### src/rtl/mult16_seq_ctrl.sv
// Purpose: 16x16 unsigned multiply built from four passes through one shared external 8x8 multiplier.
// Latency: 4 cycles after accept (MUL_LAT=0), 8 (MUL_LAT=1); a zero operand completes in one cycle.
// Backpressure: in_ready only in IDLE; the result is held in DONE until out_valid&&out_ready.
module mult16_seq_ctrl #(
    parameter int unsigned MUL_LAT   = 0,
    parameter bit          ZERO_SKIP = 1'b1
) (
    input  logic        clk,
    input  logic        rst,
    input  logic        in_valid,
    output logic        in_ready,
    input  logic [15:0] a,
    input  logic [15:0] b,
    output logic [7:0]  mul_a,
    output logic [7:0]  mul_b,
    output logic        mul_en,
    input  logic [15:0] mul_p,
    output logic        out_valid,
    input  logic        out_ready,
    output logic [31:0] product,
    output logic        busy
);

    typedef enum logic [1:0] {
        S_IDLE  = 2'd0,
        S_ISSUE = 2'd1,
        S_WAIT  = 2'd2,
        S_DONE  = 2'd3
    } state_t;

    state_t      state_q, state_d;
    logic [1:0]  step_q, step_d;
    logic [15:0] a_q, a_d;
    logic [15:0] b_q, b_d;
    logic [31:0] acc_q, acc_d;
    logic [31:0] product_q, product_d;
    logic        out_valid_q, out_valid_d;

    logic [7:0]  op_a;
    logic [7:0]  op_b;
    logic [4:0]  shamt;
    logic [31:0] addend;
    logic [31:0] acc_sum;

    // Step bit 0 picks the high byte of A, bit 1 the high byte of B; the shift is the byte weight of the pair.
    always_comb begin
        op_a  = step_q[0] ? a_q[15:8] : a_q[7:0];
        op_b  = step_q[1] ? b_q[15:8] : b_q[7:0];
        shamt = 5'd0;
        unique case (step_q)
            2'd0:    shamt = 5'd0;
            2'd1:    shamt = 5'd8;
            2'd2:    shamt = 5'd8;
            default: shamt = 5'd16;
        endcase
    end

    // The step index is left unchanged between ISSUE and WAIT, so the same shift applies to the late result.
    assign addend  = {16'h0000, mul_p} << shamt;
    assign acc_sum = acc_q + addend;

    // Multiplier operands are forced to zero outside the issue cycle.
    assign mul_en    = (state_q == S_ISSUE);
    assign mul_a     = mul_en ? op_a : 8'h00;
    assign mul_b     = mul_en ? op_b : 8'h00;
    assign in_ready  = (state_q == S_IDLE);
    assign busy      = (state_q != S_IDLE);
    assign out_valid = out_valid_q;
    assign product   = product_q;

    // Next-state: accept, step through four partial products, then hold the result for the sink.
    always_comb begin
        state_d     = state_q;
        step_d      = step_q;
        a_d         = a_q;
        b_d         = b_q;
        acc_d       = acc_q;
        product_d   = product_q;
        out_valid_d = out_valid_q;

        unique case (state_q)
            S_IDLE: begin
                if (in_valid) begin
                    a_d    = a;
                    b_d    = b;
                    acc_d  = 32'h0;
                    step_d = 2'd0;
                    if (ZERO_SKIP && ((a == 16'h0) || (b == 16'h0))) begin
                        product_d   = 32'h0;
                        out_valid_d = 1'b1;
                        state_d     = S_DONE;
                    end else begin
                        state_d = S_ISSUE;
                    end
                end
            end
            S_ISSUE: begin
                if (MUL_LAT == 0) begin
                    acc_d = acc_sum;
                    if (step_q == 2'd3) begin
                        product_d   = acc_sum;
                        out_valid_d = 1'b1;
                        state_d     = S_DONE;
                    end else begin
                        step_d = step_q + 2'd1;
                    end
                end else begin
                    state_d = S_WAIT;
                end
            end
            S_WAIT: begin
                acc_d = acc_sum;
                if (step_q == 2'd3) begin
                    product_d   = acc_sum;
                    out_valid_d = 1'b1;
                    state_d     = S_DONE;
                end else begin
                    step_d  = step_q + 2'd1;
                    state_d = S_ISSUE;
                end
            end
            S_DONE: begin
                if (out_ready) begin
                    out_valid_d = 1'b0;
                    state_d     = S_IDLE;
                end
            end
            default: begin
                state_d = S_IDLE;
            end
        endcase
    end

    // State register; reset abandons any operation in flight without producing a result.
    always_ff @(posedge clk) begin
        if (rst) begin
            state_q     <= S_IDLE;
            step_q      <= 2'd0;
            a_q         <= 16'h0;
            b_q         <= 16'h0;
            acc_q       <= 32'h0;
            product_q   <= 32'h0;
            out_valid_q <= 1'b0;
        end else begin
            state_q     <= state_d;
            step_q      <= step_d;
            a_q         <= a_d;
            b_q         <= b_d;
            acc_q       <= acc_d;
            product_q   <= product_d;
            out_valid_q <= out_valid_d;
        end
    end

endmodule
### config.mk
export PLATFORM = sky130hd
export DESIGN_NAME = mult16_seq_ctrl
export DESIGN_NICKNAME = d
export VERILOG_FILES = /design/src/rtl/mult16_seq_ctrl.sv
export SDC_FILE = /design/constraint.sdc
export NUM_CORES = 1
export LEC_CHECK = 0
export ABC_AREA = 1
export CORE_UTILIZATION = 55
export CTS_CLUSTER_SIZE = 25
export DETAILED_ROUTE_END_ITERATION = 10
export PLACE_DENSITY = 0.81
export SYNTH_ARGS = -nofsm -noshare
export SYNTH_HDL_FRONTEND = slang
export SYNTH_SLANG_ARGS = --single-unit
### constraint.sdc
create_clock -name clk -period 6.1 [get_ports clk]
set_input_delay 0.915 -clock clk [delete_from_list [all_inputs] [get_ports clk]]
set_output_delay 0.915 -clock clk [all_outputs]
set_load 0.03 [all_outputs]
==> reports/results.ini <==
[critical_path]
timing.critical_path.to=acc_q[24]
r2r_end=acc_q[24]
critPathArrivalTime_ns=3.96
critPathBufInv=2
r2r_start=step_q[1]
max_stage_delay_ns=0.57
slowest_stage=ha_1
path_max_fanout=27
start_kind=flip-flop
reg2reg_depth=16
end_kind=flip-flop
crit_cells=16
critPathTopFamily=simple AND/OR/NAND/NOR gates
rrSetupSlack_ns=2.35
path_class=reg2reg
required_ns=6.32
cp-startpoint=step_q[1]
crit_chain=ha_1 > or2_2 > nor2_1 > ha_1 > inv_1 > fa_1 > inv_1 > nand3_1 > nand3_1 > nand2_1 > nand2_1 > nand2_1 > nand3_1 > nand2_1 > nand3_1 > a21oi_1

[placement]
gp_congestion=0.971
preCtsSetupSlack_ns=2.33
dp_hpwl_um=14800
portBuffers=103

[pwr]
ir_drop_uv=579
cellPowerDensity_nw_per_um2=510
leakagePower_nw=4.18
power_mw=4.17

[clock_network]
post-cts-setup-buffers=0
insertion_delay_ns=0.35
post_cts_resized=0
cts_made_buffers=9
root_buffer=clkbuf_16
clock-sinks=101
post_cts_hold_buffer_count=0
cts_tree=built
clock_path_buffers=2
path_clk_slew_ns=0.07
htree_levels=3

[logic_synthesis]
yosysUniqueCellTypes=27
post_synth.cell_area_avg_um2=5.86
synth_top_family_by_area=simple AND/OR/NAND/NOR gates
synth_compound_area_frac=0.169
yosysWarnings=0
synth-simple-area-share=0.335
synthXorXnorAreaFrac=0.00129
synthAdderAreaFrac=0.0710
yosys.area.top_type_share=0.297
ys_seq_area_frac=0.297
syn_nets=1251
synth_seq_cells=101
yosysTopAreaCell=dfxtp_1
muxShareOfSynthArea=0
syn_inst=1161
syn-cell-area_um2=6800
synth_area_leaders=dfxtp_1 (30%), nand2_1 (18%), inv_1 (9.9%)

[finish]
antenna_cells=0
n_fill_cell=1116
regArea_um2=2020
multi_input_area_um2=3920
layout.nets=1329
area_growth_pct=20.3
drive_gt1_frac=0.0233

[global_routing]
grt_pass1_vias=6862
antenna_found_initial=0
grt_pass1_wl_um=32100
grt_remaining_overflow=0
grt_use_total=0.318
grt_start_max_net_pins=61

[drt]
vias_per_cell=5.30
drt_iter0_markers=516
drt_wl_total_um=19700
wl_per_cell_um=14.1
drt-pass1-iter-count=5
vias=7369
drt.antenna.violating_nets=0
drc_errors=0

[sta]
rsz0062_at_grt=no
fin_crit_sh=0.614
fin_tns_setup_ns=0
skew_ns=0.00923
slew_headroom=0.517
hold_viol=0
tightest_slew_ns=0.724
setup_ws_ns=2.35
min_period_ns=3.75
drv_slew=0
fmax_mhz=267
setup_viol=0

[hold_path]
hp-class=reg2reg

[floorplan]
die_y_um=113
die_x_um=113
core.rowCount=40
io_pins=104
start_util=0.566
core-area_um2=12000
die_area_um2=12800

[job]
max-cap-violations=0

[status]
status=finished, final reports clean

[layout make-up]
| class | count | area share |
|---|---|---|
| multi-input combinational | 836 | 0.479 |
| sequential | 101 | 0.247 |
| timing repair buffer | 108 | 0.131 |
| inverter | 183 | 0.0840 |
| clock buffer | 11 | 0.0285 |
| tap | 147 | 0.0225 |
| clock inverter | 5 | 0.00811 |
[flip-flops by register name (all words and copies together), names as in the netlist]
| register | cells |
|---|---|
| acc_q | 32 |
| product | 32 |
| b_q | 16 |
| a_q | 16 |
| state_q | 2 |
| step_q | 2 |
| out_valid | 1 |
[worst reg2reg max path, cell delays in order, from the launching register on]
cell	delay (ns)
dfxtp_1	0.53
ha_1	0.57
or2_2	0.58
nor2_1	0.15
ha_1	0.25
inv_1	0.08
fa_1	0.35
inv_1	0.15
nand3_1	0.09
nand3_1	0.15
nand2_1	0.07
nand2_1	0.17
nand2_1	0.10
nand3_1	0.11
nand2_1	0.06
nand3_1	0.11
a21oi_1	0.08
[stage by stage]
step           utilization  cells  instance area [µm²]  hold slack [ns]
2_1_floorplan            -   1161                 6800            0.444
4_1_cts              0.681   1391                 8180            0.474
3_5_place_dp         0.656   1375                 7880            0.462
6_report             0.681   1391                 8180            0.476
5_1_grt              0.681   1391                 8180            0.496
3_3_place_gp         0.656   1375                 7880            0.456
[metal layers]
| metal | GRT usage | wire [µm] | vias up |
|---|---|---|---|
| met4 | 0.126 | 632 | 0 |
| met3 | 0.0632 | 1630 | 43 |
| met1 | 0.407 | 8640 | 3256 |
| li1 | - | - | 3780 |
| met2 | 0.526 | 8760 | 290 |
| met5 | 0 | 0 | - |
[layout by cell type (no fill, tap or decap), types with 2 or more instances in the layout]
cell / instances
buf_4: 5
nor3_1: 5
ha_1: 37
clkbuf_16: 9
nand2_1: 331
a21o_1: 3
clkdlybuf4s50_1: 103
inv_2: 3
nand3b_1: 4
nand4_1: 7
dfxtp_1: 101
clkbuf_1: 2
nand3_1: 45
o21ai_0: 106
inv_1: 178
or2_2: 4
o21ai_1: 3
nor2_1: 176
o21bai_1: 4
clkinv_1: 2
a21oi_1: 104
[synthesized netlist by cell type]
library cell  count
nand2_1         331
inv_1           179
nor2_1          176
o21ai_0         106
a21oi_1         104
dfxtp_1         101
nand3_1          45
ha_1             37
clkbuf_1         32
buf_2             8
nand4_1           7
nor3_1            5
nand3b_1          4
o21bai_1          4
or2_2             4
a21o_1            3
o21ai_1           3
clkinv_1          2
inv_2             2
a21oi_2           1
buf_6             1
fa_1              1
nand3_4           1
o21ai_4           1
o22ai_1           1
or2_1             1
xor2_1            1
[worst min path at each step]
stage | from | endpoint | slack, ns | depth (start not counted)
3_3_place_gp | a_q[4] | a_q[4] | 0.46 | 2
4_1_cts | acc_q[0] | acc_q[0] | 0.47 | 2
2_1_floorplan | acc_q[0] | acc_q[0] | 0.44 | 2
3_5_place_dp | acc_q[0] | acc_q[0] | 0.46 | 2
6_report | product[0] | product[0] | 0.48 | 2
5_1_grt | product[1] | product[1] | 0.50 | 2
[report_power, final]
part | total [mW] | internal [mW] | switching, mW
sequential | 1.06 | 0.909 | 0.154
clock | 0.596 | 0.324 | 0.272
combinational | 2.51 | 0.824 | 1.69
[cell families (layout without fill, tap and decap cells)]
logic type,after synthesis,in the layout
flops,101,101
fa+ha+maj,38,38
xor+xnor,1,1
buf+inv,224,307
compound gates,223,223
simple gates,574,574
No activity file was read; power rests on OpenSTA's default activity.
==> RTL change (same flow settings) <==
Encoding of `state_t`: now one-hot (4 bits for 4 states).
--- a/src/rtl/mult16_seq_ctrl.sv
+++ b/src/rtl/mult16_seq_ctrl.sv
@@ -22,9 +22,9 @@
 );
 
-    typedef enum logic [1:0] {
-        S_IDLE  = 2'd0,
-        S_ISSUE = 2'd1,
-        S_WAIT  = 2'd2,
-        S_DONE  = 2'd3
+    typedef enum logic [3:0] {
+        S_IDLE  = 4'b0001,
+        S_ISSUE = 4'b0010,
+        S_WAIT  = 4'b0100,
+        S_DONE  = 4'b1000
     } state_t;
 
Check against the original RTL: same outputs for any inputs over 10 cycles, from zero or initial values and one cycle with rst high; not proved beyond that.
==> RTL change against the original RTL <==
- first-iteration DRC count is 9.7% higher
- design area is 1.0% lower
- power is 26% lower
- wire length rose by 5.5%
- setup slack lost 69 ps
- critical path depth stayed put
- sequential cell count increased by 1
- synthesized area decreased by 0.72%
- largest cell class unchanged
==> RTL change: results (changes against the original RTL) <==
================================================================================
Arrival @ worst endpoint ..........................................      4050 ps   +90 ps
Reg-to-reg slack, setup ...........................................      2290 ps   -70 ps
Routed length on met2 .............................................      8980 um   +2.5%
Number of nets in the final layout ................................         1320   -0.68%
GRT met2 Usage ....................................................        0.530   +0.00448
Total of warnings raised by yosys .................................            0   unchanged
Initial drt markers ...............................................          566   +9.7%
Startpoint of the most critical register-to-register path .........    step_q[0]
Synth top area cells .............................................. dfxtp_1 30%, nand2_1 21%, inv_1 9.3%, nor2_1 9.2%, a21oi_1 8.1%
Mean area per synthesized cell ....................................   5.84 sq um   -0.20%
Global-route wire length before repair ............................     33700 um   +5.1%
Critical path destination .........................................  product[20]
Worst Hold Endpoint ...............................................     acc_q[2]
Fraction of final layout cells with drive strength greater than 1 .       0.0282   +0.00494
Sequential element share of the synthesized area ..................        0.303   +0.00512
Vias in the first global route ....................................         6786   -1.1%
Wire length on met1 ...............................................      9610 um   +11%
Largest vdd supply drop ...........................................   0.000207 V   -64%
Transition time at the pin with the least slew margin .............       944 ps   +220 ps
Number of antenna violations at the first check in global routing .            0   unchanged
RePlAce Congestion ................................................        0.977   +0.60%
Post-Layout Cell Count ............................................         1386   -0.36%
Detailed-placement wirelength estimate ............................     15600 um   +5.7%
Total via count in the routed design ..............................         7271   -1.3%
Unique masters post-synth .........................................           35   +30%
Most used standard cells in the synthesized netlist ............... 377 x nand2_1, 168 x inv_1, 166 x nor2_1, 109 x a21oi_1, 102 x dfxtp_1
Minimum clock period after layout .................................      3810 ps   +68.9 ps
WL met3 ...........................................................      1590 um   -2.4%
Largest net degree at the start of global routing .................           45   -26%
Placed standard-cell area .........................................   7820 sq um   -0.78%
Worst slack after detailed placement ..............................      2390 ps   +60.6 ps
Result of the run ................................................. finished clean
Maximum clock skew at final layout ................................      7.80 ps   -1.43 ps
Net count of the mapped netlist ...................................         1241   -0.80%
Lkg Pwr ...........................................................      4.02 nW   -3.8%
Met3 usage ........................................................       0.0648   +0.00161
Met1 capacity usage during global routing .........................        0.458   +0.0519
Critical path's largest stage delay ...............................       570 ps   about the same
GRT Overall Usage .................................................        0.338   +0.0202
Smallest hold slack ...............................................       469 ps   -6.46 ps
Hold path startpoint ..............................................     acc_q[2]
Number of clock sinks .............................................          102   +0.99%
Wire length per cell ..............................................      15.0 um   +5.8%
================================================================================
## RTL change: power breakdown
| group | total [mW] | switching (mW) | internal [mW] |
|---|---|---|---|
| registers | 0.881 | 0.0896 | 0.791 |
| clock network | 0.562 | 0.271 | 0.291 |
| logic | 1.62 | 1.11 | 0.514 |
| total | 3.07 | 1.47 | 1.60 |
## RTL change: kinds of logic after synthesis
group / after synthesis / share of synthesized area
AND/OR/NAND/NOR: 620 / 0.368
buffers and inverters: 216 / 0.126
AO/OA/AOI/OAI: 182 / 0.138
flip-flops: 102 / 0.303
adder cells (fa/ha/maj): 34 / 0.0641
XOR/XNOR: 1 / 0.00130
## RTL change: final cells by class
type | count | area (sq um)
sequential | 102 | 2040
multi-input combinational | 837 | 3860
tap | 147 | 184
clock buffer | 12 | 246
fill | 1127 | 3870
timing repair buffer | 108 | 1070
clock inverter | 4 | 30.0
inverter | 176 | 663
